$ cat config.mk
export PLATFORM = sky130hd
export DESIGN_NAME = yarp_data_mem
export DESIGN_NICKNAME = d
export VERILOG_FILES = /design/src/rtl/yarp_data_mem.sv
export SDC_FILE = /design/constraint.sdc
export NUM_CORES = 1
export LEC_CHECK = 0
export CORE_MARGIN = 3
export CORE_UTILIZATION = 46
export DETAILED_ROUTE_END_ITERATION = 8
export HOLD_SLACK_MARGIN = 0.08
export PLACE_DENSITY = 0.81
export SLEW_MARGIN = 20
export SYNTH_ARGS = -nofsm -noshare
export SYNTH_HDL_FRONTEND = slang
export SYNTH_SLANG_ARGS = --single-unit
export TNS_END_PERCENT = 50
$ cat constraint.sdc
create_clock -name clk -period 4.78 [get_ports clk]
set_clock_uncertainty 0.1 [all_clocks]
set_input_delay 0.717 -clock clk [delete_from_list [all_inputs] [get_ports clk]]
set_output_delay 0.717 -clock clk [all_outputs]
set_load 0.02 [all_outputs]
$ cat src/rtl/yarp_data_mem.sv
// ---------------------------------------------------------------------------
// yarp_data_mem
//   Load/store unit sitting after the RV32I execute stage. Takes the ALU
//   result as the effective address and runs at most one transaction at a
//   time on a req/gnt + rvalid data-memory bus. Returns aligned and extended
//   load data, or the ALU result for non-memory ops, as a one-cycle response.
//
// Ports
//   clk, reset                 clock; asynchronous active-high reset
//   req_valid_i / req_ready_o  access handshake from execute (ready in IDLE)
//   alu_res_i                  effective address / passthrough value
//   store_data_i               rs2 value for stores
//   mem_rd_i, mem_wr_i         load / store (store wins if both set)
//   size_i, zero_extnd_i       0=byte 1=half 2,3=word; LBU/LHU select
//   bus_req_o / bus_gnt_i      bus request, held until granted
//   bus_we_o, bus_addr_o,
//   bus_be_o, bus_wdata_o      write flag, word address, byte enables, data
//   bus_rvalid_i, bus_rdata_i  read data return
//   rsp_valid_o, rsp_data_o,
//   rsp_err_o                  result pulse; err 00 ok, 01 misaligned,
//                              10 timeout
// ---------------------------------------------------------------------------
module yarp_data_mem #(
    parameter int unsigned TIMEOUT_CYC = 255
) (
    input  logic        clk,
    input  logic        reset,
    input  logic        req_valid_i,
    output logic        req_ready_o,
    input  logic [31:0] alu_res_i,
    input  logic [31:0] store_data_i,
    input  logic        mem_rd_i,
    input  logic        mem_wr_i,
    input  logic [1:0]  size_i,
    input  logic        zero_extnd_i,
    output logic        bus_req_o,
    input  logic        bus_gnt_i,
    output logic        bus_we_o,
    output logic [31:0] bus_addr_o,
    output logic [3:0]  bus_be_o,
    output logic [31:0] bus_wdata_o,
    input  logic        bus_rvalid_i,
    input  logic [31:0] bus_rdata_i,
    output logic        rsp_valid_o,
    output logic [31:0] rsp_data_o,
    output logic [1:0]  rsp_err_o
);

    typedef enum logic [1:0] {
        IDLE,
        REQ,
        WAIT,
        RESP
    } state_t;

    localparam logic [1:0] ERR_OK    = 2'b00;
    localparam logic [1:0] ERR_MISAL = 2'b01;
    localparam logic [1:0] ERR_TMO   = 2'b10;

    // The counter holds the index (0-based) of the current REQ/WAIT cycle,
    // so it never needs to exceed TIMEOUT_CYC-1.
    localparam int unsigned CNT_W = (TIMEOUT_CYC > 1) ? $clog2(TIMEOUT_CYC) : 1;
    localparam logic [CNT_W-1:0] CNT_LAST =
        CNT_W'((TIMEOUT_CYC > 0) ? (TIMEOUT_CYC - 1) : 0);

    state_t           state_q, state_d;
    logic             accept;
    logic             in_mem;
    logic             in_misal;
    logic             timeout_hit;

    logic             wr_q;
    logic [1:0]       size_q;
    logic             zext_q;
    logic [1:0]       lane_q;
    logic [CNT_W-1:0] tmo_cnt_q;

    logic [3:0]       be_d;
    logic [31:0]      wdata_d;
    logic [7:0]       byte_sel;
    logic [15:0]      half_sel;
    logic [31:0]      load_data;
    logic [31:0]      rsp_data_d;
    logic [1:0]       rsp_err_d;

    assign req_ready_o = (state_q == IDLE);
    assign accept      = req_valid_i & req_ready_o;
    assign in_mem      = mem_rd_i | mem_wr_i;
    assign in_misal    = ((size_i == 2'd1) & alu_res_i[0])
                       | (size_i[1] & (|alu_res_i[1:0]));
    // Fires in the last permitted REQ/WAIT cycle.
    assign timeout_hit = (TIMEOUT_CYC != 0) && (tmo_cnt_q == CNT_LAST);

    // ------------------------------------------------------------------
    // State register
    // ------------------------------------------------------------------
    always_ff @(posedge clk or posedge reset) begin
        if (reset) begin
            state_q <= IDLE;
        end else begin
            state_q <= state_d;
        end
    end

    // ------------------------------------------------------------------
    // Next-state logic
    // A completion in the final allowed cycle wins over the timeout; a load
    // granted in that cycle cannot complete in time and is aborted.
    // ------------------------------------------------------------------
    always_comb begin
        state_d = state_q;
        case (state_q)
            IDLE: begin
                if (accept) begin
                    if (!in_mem || in_misal) state_d = RESP;
                    else                     state_d = REQ;
                end
            end
            REQ: begin
                if (bus_gnt_i && wr_q) state_d = RESP;
                else if (timeout_hit)  state_d = RESP;
                else if (bus_gnt_i)    state_d = WAIT;
            end
            WAIT: begin
                if (bus_rvalid_i)     state_d = RESP;
                else if (timeout_hit) state_d = RESP;
            end
            RESP:    state_d = IDLE;
            default: state_d = IDLE;
        endcase
    end

    // ------------------------------------------------------------------
    // Output / datapath next values
    // ------------------------------------------------------------------
    always_comb begin
        be_d    = 4'hF;
        wdata_d = store_data_i;
        case (size_i)
            2'd0: begin
                be_d    = 4'b0001 << alu_res_i[1:0];
                wdata_d = {4{store_data_i[7:0]}};
            end
            2'd1: begin
                be_d    = 4'b0011 << alu_res_i[1:0];
                wdata_d = {2{store_data_i[15:0]}};
            end
            default: ;
        endcase

        byte_sel = bus_rdata_i[{lane_q, 3'b000} +: 8];
        half_sel = bus_rdata_i[{lane_q[1], 4'b0000} +: 16];
        case (size_q)
            2'd0:    load_data = zero_extnd_q_ext(zext_q, byte_sel);
            2'd1:    load_data = zext_q ? {16'h0000, half_sel}
                                        : {{16{half_sel[15]}}, half_sel};
            default: load_data = bus_rdata_i;
        endcase

        // Only consumed on the cycle the FSM enters RESP.
        rsp_data_d = '0;
        rsp_err_d  = ERR_OK;
        case (state_q)
            IDLE: begin
                if (!in_mem)       rsp_data_d = alu_res_i;
                else if (in_misal) rsp_err_d  = ERR_MISAL;
            end
            REQ: begin
                if (!(bus_gnt_i && wr_q)) rsp_err_d = ERR_TMO;
            end
            WAIT: begin
                if (bus_rvalid_i) rsp_data_d = load_data;
                else              rsp_err_d  = ERR_TMO;
            end
            default: ;
        endcase
    end

    function automatic logic [31:0] zero_extnd_q_ext(input logic zx,
                                                     input logic [7:0] b);
        return zx ? {24'h000000, b} : {{24{b[7]}}, b};
    endfunction

    // ------------------------------------------------------------------
    // Request capture and timeout counter
    // ------------------------------------------------------------------
    always_ff @(posedge clk or posedge reset) begin
        if (reset) begin
            wr_q      <= 1'b0;
            size_q    <= '0;
            zext_q    <= 1'b0;
            lane_q    <= '0;
            tmo_cnt_q <= '0;
        end else if (accept) begin
            wr_q      <= mem_wr_i;
            size_q    <= size_i;
            zext_q    <= zero_extnd_i;
            lane_q    <= alu_res_i[1:0];
            tmo_cnt_q <= '0;
        end else if ((state_q == REQ || state_q == WAIT) && tmo_cnt_q != CNT_LAST) begin
            tmo_cnt_q <= tmo_cnt_q + CNT_W'(1);
        end
    end

    // ------------------------------------------------------------------
    // Registered bus and response outputs
    // ------------------------------------------------------------------
    always_ff @(posedge clk or posedge reset) begin
        if (reset) begin
            bus_req_o   <= 1'b0;
            bus_we_o    <= 1'b0;
            bus_addr_o  <= '0;
            bus_be_o    <= '0;
            bus_wdata_o <= '0;
            rsp_valid_o <= 1'b0;
            rsp_data_o  <= '0;
            rsp_err_o   <= '0;
        end else begin
            bus_req_o   <= (state_d == REQ);
            rsp_valid_o <= (state_d == RESP);
            if (accept && state_d == REQ) begin
                bus_we_o    <= mem_wr_i;
                bus_addr_o  <= {alu_res_i[31:2], 2'b00};
                bus_be_o    <= be_d;
                bus_wdata_o <= wdata_d;
            end
            if (state_d == RESP && state_q != RESP) begin
                rsp_data_o <= rsp_data_d;
                rsp_err_o  <= rsp_err_d;
            end
        end
    end

endmodule

; Word level (Yosys, flattened, before mapping)
; Cells that the tools add are included.
[classes]
n_addsub = 1
n_shift = 4
n_eq_ne = 10
n_bitwise = 5
n_reduce_logical = 12
muxes = 23
[op_table]
columns = op, count
row1 = 32-bit case mux with 2 select lines, 3
row2 = 32-bit two-way mux, 4
row3 = 32-bit by 6-bit indexed part select with 16-bit output, 1
row4 = 32-bit by 6-bit indexed part select with 8-bit output, 1
row5 = 2-bit two-way mux, 9
row6 = 8-bit two-way mux, 2
row7 = "8-bit by 1-bit adder with 8-bit output, second input constant", 1
row8 = "2-bit by 1-bit equality test with 1-bit output, second input constant", 4
row9 = "8-bit equality test, second input constant", 1
row10 = "8-bit != test, second input constant", 1
row11 = 2-bit case mux with 4 select lines, 1
row12 = 4-bit case mux with 2 select lines, 1
row13 = "2-bit equality test, second input constant", 3
row14 = 2-bit zero test, 3
row15 = 2-bit case mux with 3 select lines, 1
row16 = 1-bit logical AND, 4
row17 = "1-bit by 2-bit << shifter with 4-bit output, first input constant", 1
row18 = "2-bit by 2-bit << shifter with 4-bit output, first input constant", 1
row19 = 1-bit bitwise AND, 3
row20 = 1-bit logical OR, 2
row21 = 1-bit two-way mux, 2
row22 = "2-bit != test, second input constant", 1
row23 = 1-bit OR, 2
row24 = 2-bit nonzero test, 1
row25 = 2 further kinds, 2
[word_totals]
inputBits = 106
ff_bits = 119
word_cells = 69

; Logic depth before layout (Yosys ltp)
; Gate-level depths: netlist (run 1).
[depth]
word_depth = 9
ltp_mapped = 10

; Least setup slack after synthesis (run 1)
; No wires, ideal clock.
[synth_path]
kind = reg-to-reg
start = reg state_q[0]
end = reg rsp_data_o[10]
path_stages_with_launch = 10
setup_time_ns = 0.125
t_arrival_ns = 2.273
path_slack_ns = 2.281
required_time_ns = 4.555
path_buffers = 2
synth_period_minus_slack_ns = 2.499
path_cell_list = dfrtp_1 -> inv_1 -> ha_1 -> nand2_1 -> a31oi_1 -> and3_4 -> and4b_1 -> buf_6 -> buf_12 -> mux2_4
[synth_between]
elab_chain_cells = 6
[synth_rtl]
columns = item, line
row1 = "start, declared", 66  ; state_t state_q, state_d;
row2 = "start signal, assigned", 101  ; state_q <= state_d;
row3 = 2-bit zero test (*), 86  ; assign req_ready_o = (state_q == IDLE);
row4 = via req_ready_o, 29  ; output logic req_ready_o,
row5 = 1-bit bitwise AND, 87  ; assign accept = req_valid_i & req_ready_o;
row6 = 2-bit two-way mux, 114  ; if (accept) begin
row7 = 2-bit case mux with 4 select lines (*), 112  ; case (state_q)
row8 = via state_d[1], 66
row9 = 2-bit equality test (*), 227  ; if (state_d == RESP && state_q != RESP) begin
row10 = 1-bit logical AND (*), 227
row11 = "end signal, assigned", 228  ; rsp_data_o <= rsp_data_d;
row12 = "end, declared", 45  ; output logic [31:0] rsp_data_o,
; The timed path passes the listed nets; every way through them passes the cells marked *.
; A chain may end at the register's enable or synchronous reset.

; Worst setup path after layout (run 1)
[layout_path]
start = reg state_q[0]
end = reg rsp_data_o[29]
[layout_between]
elab_chain_cells = 6
[layout_rtl]
columns = item, line
row1 = 2-bit zero test, "86, 112"
row2 = 1-bit bitwise AND, 87
row3 = 2-bit two-way mux, 114
row4 = 2-bit case mux with 4 select lines (*), 112
row5 = via state_d[1], 66
row6 = 2-bit equality test (*), 227
row7 = 1-bit logical AND (*), 227
; Marks and branches as above.

==> results.sh, run 1 <==
export IMPL_p_total_mw=6.22
export IMPL_synth_cell_type_count=49
export IMPL_io_buffer_count=209
export IMPL_first_pass_iters=5
export IMPL_rows=41
export IMPL_drt_wl_total_um=18000
export IMPL_drtIter0Drc=345
export IMPL_slowest_stage="and4b_4"
export IMPL_hold_violations=0
export IMPL_max_stage_delay_ps=740
export IMPL_worst_ep_required_time_ps=4980
export IMPL_drive_gt1_share_pct=23.1
export IMPL_startpoint_type="register"
export IMPL_antenna_found_initial=0
export IMPL_syn_mean_instance_area_um2=12.3
export IMPL_finalSetupViolations=0
export IMPL_synth_seq_cells=119
export IMPL_cts_tree="built"
export IMPL_cts_sinks=119
export IMPL_dp_cells=864
export IMPL_drc=0
export IMPL_post_place_ws_ps=1080
export IMPL_dp_hpwl_um=13300
export IMPL_syn_cell_area_um2=6180
export IMPL_fin_crit_sh_pct=63.6
export IMPL_insertion_delay_ps=420
export IMPL_fin_tns_setup_ps=0
export IMPL_clk_path_buf_depth=2
export IMPL_whs_ps=405
export IMPL_maxSlewHeadroom_pct=35.7
export IMPL_wl_per_cell_um=20.1
export IMPL_min_period_ps=3040
export IMPL_hold_buffers=0
export IMPL_ios=212
export IMPL_rsz0062_at_grt="false"
export IMPL_vias_per_cell=5.59
export IMPL_synthCells=503
export IMPL_tightest_slew_ps=957
export IMPL_grt_overflow=0
export IMPL_synth_async_sr_flop_share_pct=100
export IMPL_reg2reg_to="rsp_data_o[29]"
export IMPL_power_density_nw_per_um2=695
export IMPL_cap_violations=0
export IMPL_leakage_nw=3.82
export IMPL_synth_area_leader_cell="dfrtp_1"
export IMPL_num_vias=5005
export IMPL_yosys_warnings=0
export IMPL_numCtsBuffers=17
export IMPL_cts_setup_buffers=0
export IMPL_num_antenna_cells=0
export IMPL_fin_nets=826
export IMPL_place_gp_congestion=0.966
export IMPL_synth_main_ff_cell="dfrtp_1"
export IMPL_path_buf_inv=1
export IMPL_post_cts_resize_count=0
export IMPL_max_freq_ghz=0.329
export IMPL_cts_root_buf="clkbuf_16"
export IMPL_clkTransAtPathRegs_ps=50
export IMPL_end_kind="register"
export IMPL_dieArea_um2=14900
export IMPL_crit_type="reg2reg"
export IMPL_cp_max_fo=34
export IMPL_worstPathCellList="inv_1, ha_1, and2_1, o2111ai_2, and3_4, and4b_4, mux2_2"
export IMPL_min_to="bus_addr_o[11]"
export IMPL_worst_slack_ps=1740
export IMPL_grt_use_total_pct=24.6
export IMPL_yosysMostFrequentCell="dfrtp_1"
export IMPL_crit_family="simple AND/OR/NAND/NOR gates"
export IMPL_irDropWorstVdd_mv=0.419
export IMPL_min_from="bus_addr_o[11]"
export IMPL_fp_dieH_um=122
export IMPL_worstReg2RegStart="state_q[0]"
export IMPL_path_depth=7
export IMPL_yosysSeqAreaShare_pct=48.2
export IMPL_synth_area_leaders="dfrtp_1, mux2_2, mux2_4"
export IMPL_core_um2=12900
export IMPL_synth_common_cells="dfrtp_1, mux2_2, o21ai_0"
export IMPL_initial_core_util_pct=48.0
export IMPL_die_w_um=122
export IMPL_hold_class="reg2reg"
export IMPL_drv_slew=0
export IMPL_min_path_cells=1
export IMPL_cp_arrival_ps=3240
export IMPL_grt_pass1_vias=5035
export IMPL_synth_top_area_share_pct=48.2
export IMPL_antenna_left=0
export IMPL_synth_edff_count=0
export IMPL_area_growth_pct=44.8
export IMPL_r2r_cells=7
export IMPL_outcome="complete, no violations"
export IMPL_grt_pass1_wl_um=27900
export IMPL_finalNonFillerCells=896
export IMPL_h_tree_depth=4
export IMPL_r2r_slack_ps=1740
export IMPL_fillers=945
export IMPL_grt_start_max_net_pins=82
[placed cells by master (no fill, tap or decap), drive strengths merged, types with 3 or more instances in the layout]
master	n
a21oi	17
inv	12
o21ai	42
a221o	17
nand2	40
buf	9
dfrtp	119
clkdlybuf4s50	209
nand2b	8
nor2	18
nand4	4
o21bai	3
clkinv	4
or3	8
xnor2	3
clkbuf	24
mux2i	19
mux2	117
a32o	6
nand3	3
ha	9
and2	3
xor2	3
[routing by layer]
layer / vias up / part of all wire, % / track usage [%] / wire [um]
met2: 254 / 48 / 39.7 / 8670
met5: - / 0 / 0 / 0
li1: 2244 / - / - / -
met1: 2481 / 41 / 31.8 / 7370
met3: 26 / 9.2 / 7.66 / 1660
met4: 0 / 1.9 / 7.84 / 347
[logic make-up after synthesis]
| family | Yosys count | share of synthesized area, % |
|---|---|---|
| flip-flops | 119 | 48.2 |
| AO/OA/AOI/OAI | 94 | 10.4 |
| buffers and inverters | 42 | 4.23 |
| adder cells (fa/ha/maj) | 9 | 1.82 |
| other | 1 | 0.0607 |
| AND/OR/NAND/NOR | 96 | 8.08 |
| XOR/XNOR | 6 | 0.850 |
| multiplexers | 136 | 26.4 |
[worst reg2reg max path, stage by stage, from the launching register on]
cell and delay (ps):
dfrtp_1 430, inv_1 160, ha_1 290, and2_1 350, o2111ai_2 180, and3_4 240, and4b_4 740, mux2_2 430
[state kept, by name, indices dropped and copies added (netlist names)]
register / count
bus_wdata_o: 32
size_q: 2
bus_be_o: 4
bus_we_o: 1
bus_req_o: 1
state_q: 2
rsp_data_o: 32
rsp_err_o: 2
zext_q: 1
tmo_cnt_q: 8
wr_q: 1
bus_addr_o: 30
rsp_valid_o: 1
lane_q: 2
[stage by stage]
stage | instance area [um2] | utilization [%]
floorplan | 6190 | -
finish | 8950 | 69.5
detailed placement | 8360 | 64.9
global placement | 8360 | 64.9
CTS | 8950 | 69.5
global route | 8950 | 69.5
[power by group]
group / internal (mW) / switching (mW) / total (mW)
logic: 1.63 / 1.52 / 3.15
clock network: 0.817 / 0.434 / 1.25
registers: 1.48 / 0.339 / 1.82
[final cells by class]
type	instances	area, um2	share of cell area, %
inverter	12	50.0	0.559
sequential	119	2980	33.3
clock inverter	8	95.1	1.06
tap	172	215	2.40
timing repair buffer	218	2160	24.1
multi-input combinational	343	2960	33.1
clock buffer	24	492	5.49
[worst max path at each step]
stage / start / to / slack [ps]
5_1_grt: state_q[0] / rsp_data_o[29] / 1570
3_5_place_dp: size_i[0] / rsp_data_o[29] / 1080
2_1_floorplan: reset / bus_addr_o[10] / 810
4_1_cts: state_q[0] / rsp_data_o[29] / 1470
6_report: state_q[0] / rsp_data_o[29] / 1740
3_3_place_gp: size_i[0] / rsp_data_o[30] / 1170
No activity file was read; power rests on OpenSTA's default activity.
==> run 2: changes to the inputs <==
- CORE_UTILIZATION: 46 -> 42
- PLACE_DENSITY: 0.81 -> 0.78
- clock period: 4.78 -> 2.6 ns (I/O delays scaled with it)
==> run 2 against run 1 <==
Net effect:
- die area increased by 9.0%
- total power increased by 85%
- sequential power increased by 81%
- cell area increased by 1.7%
- worst hold slack got worse by 29 ps
- critical path type unchanged
==> results.sh, run 2 (synthesis gave the netlist of run 1 again) <==
export IMPL_antenna_found_initial=0
export IMPL_cp_max_fo=16
export IMPL_leakage_nw=3.89
export IMPL_drive_gt1_share_pct=24.4
export IMPL_layout_commonest_cell="clkdlybuf4s50_1"
export IMPL_irDropWorstVdd_mv=0.712
export IMPL_crit_type="reg2reg"
export IMPL_tightest_slew_ps=889
export IMPL_grt_use_total_pct=22.1
export IMPL_num_vias=4948
export IMPL_outcome="complete, no violations"
export IMPL_clkTransAtPathRegs_ps=60
export IMPL_power_density_nw_per_um2=1260
export IMPL_die_w_um=127
export IMPL_core_um2=14100
export IMPL_h_tree_depth=4
export IMPL_hold_class="in2async"
export IMPL_vias_per_cell=5.40
export IMPL_dieArea_um2=16200
export IMPL_cts_sinks=119
export IMPL_path_buf_inv=2
export IMPL_cts_tree="built"
export IMPL_place_gp_congestion=0.885
export IMPL_max_stage_delay_ps=440
export IMPL_ios=212
export IMPL_placed_area_um2=8550
export IMPL_initial_core_util_pct=43.7
export IMPL_finalSetupViolations=0
export IMPL_fin_nets=839
export IMPL_startpoint_type="register"
export IMPL_end_kind="register"
export IMPL_cts_root_buf="clkbuf_16"
export IMPL_met3_wirelength_um=1440
export IMPL_drtIter0Drc=246
export IMPL_wl_per_cell_um=19.2
export IMPL_p_total_mw=11.5
export IMPL_fp_dieH_um=127
export IMPL_final_cell_mix="clkdlybuf4s50_1, dfrtp_1, mux2_2"
export IMPL_antenna_left=0
export IMPL_num_antenna_cells=0
export IMPL_worstPathCellList="inv_2, ha_1, nand2_1, a31oi_1, and3_4, and4b_2, buf_12, mux2_2"
export IMPL_io_buffer_count=209
export IMPL_insertion_delay_ps=410
export IMPL_grt_pass1_wl_um=28100
export IMPL_numCtsBuffers=17
export IMPL_cap_violations=0
export IMPL_grt_overflow=0
export IMPL_rows=43
export IMPL_drv_slew=0
export IMPL_grt_pass1_vias=5231
export IMPL_first_pass_iters=6
export IMPL_worst_ep_required_time_ps=2800
export IMPL_area_growth_pct=47.3
export IMPL_cp_arrival_ps=2620
export IMPL_clk_path_buf_depth=2
export IMPL_crit_family="simple AND/OR/NAND/NOR gates"
export IMPL_cts_setup_buffers=0
export IMPL_min_period_ps=2430
export IMPL_grt_start_max_net_pins=120
export IMPL_maxSlewHeadroom_pct=40.3
export IMPL_dr_max_layer_used="met4"
export IMPL_stdcell_area_um2=9110
export IMPL_drt_wl_total_um=17600
export IMPL_slowest_stage="dfrtp_1"
export IMPL_r2r_cells=8
export IMPL_drc=0
export IMPL_fin_crit_sh_pct=93.4
export IMPL_met1Wirelength_um=7240
export IMPL_rsz0062_at_grt="false"
export IMPL_hold_violations=0
export IMPL_path_depth=8
export IMPL_dp_hpwl_um=13000
export IMPL_max_freq_ghz=0.412
export IMPL_top_regs="bus_wdata_o: 32 flops, rsp_data_o: 32 flops, bus_addr_o: 30 flops"
export IMPL_dr_wl_met2_um=8560
-- run 2: final timing paths --
check / slack (ps) / startpoint / end
setup / recovery: 170 / state_q[0] / rsp_data_o[29]
hold / removal: 380 / reset / bus_addr_o[13]
setup reg to reg: 170 / state_q[0] / rsp_data_o[29]
hold reg to reg: 380 / wr_q / wr_q
max in group asynchronous: 1470 / reset / bus_wdata_o[11]
min in group clk: 380 / wr_q / wr_q
-- run 2: cell type report --
| class | count | area [um2] |
|---|---|---|
| Clock inverter | 9 | 101 |
| Clock buffer | 23 | 458 |
| Inverter | 12 | 48.8 |
| Tap cell | 180 | 225 |
| Fill cell | 1045 | 5040 |
| Timing Repair Buffer | 231 | 2330 |
| Sequential cell | 119 | 2980 |
| Multi-Input combinational cell | 343 | 2960 |
-- run 2: what timing repair did --
action	in CTS	in global routing
gates resized for setup	0	2
setup endpoints to repair	0	32
hold buffers	0	0
-- run 2: metrics by stage --
stage	setup TNS [ps]	hold slack [ps]	utilization, %	worst slack [ps]	cells
2_1_floorplan	0	346	-	101	504
3_3_place_gp	0	370	60.4	36.0	885
3_5_place_dp	-8.17	372	60.4	-6.29	885
4_1_cts	0	386	64.3	84.2	917
5_1_grt	0	411	64.4	14.2	917
6_report	0	376	64.4	172	917
-- run 2: report_power, final --
group,internal [mW],total [mW],switching (mW)
clock network,1.43,2.23,0.801
registers,2.73,3.29,0.566
logic,3.15,6.00,2.85
-- run 2: metal layers --
metal	track usage (%)	up-vias
met2	37.5	211
met5	0	-
met1	27.1	2434
met4	6.88	0
met3	6.65	25
li1	-	2278
-- run 2: worst min-delay path, delay by kind of cell --
kind | cells | cell delay (ps)
buf+inv | 3 | 980
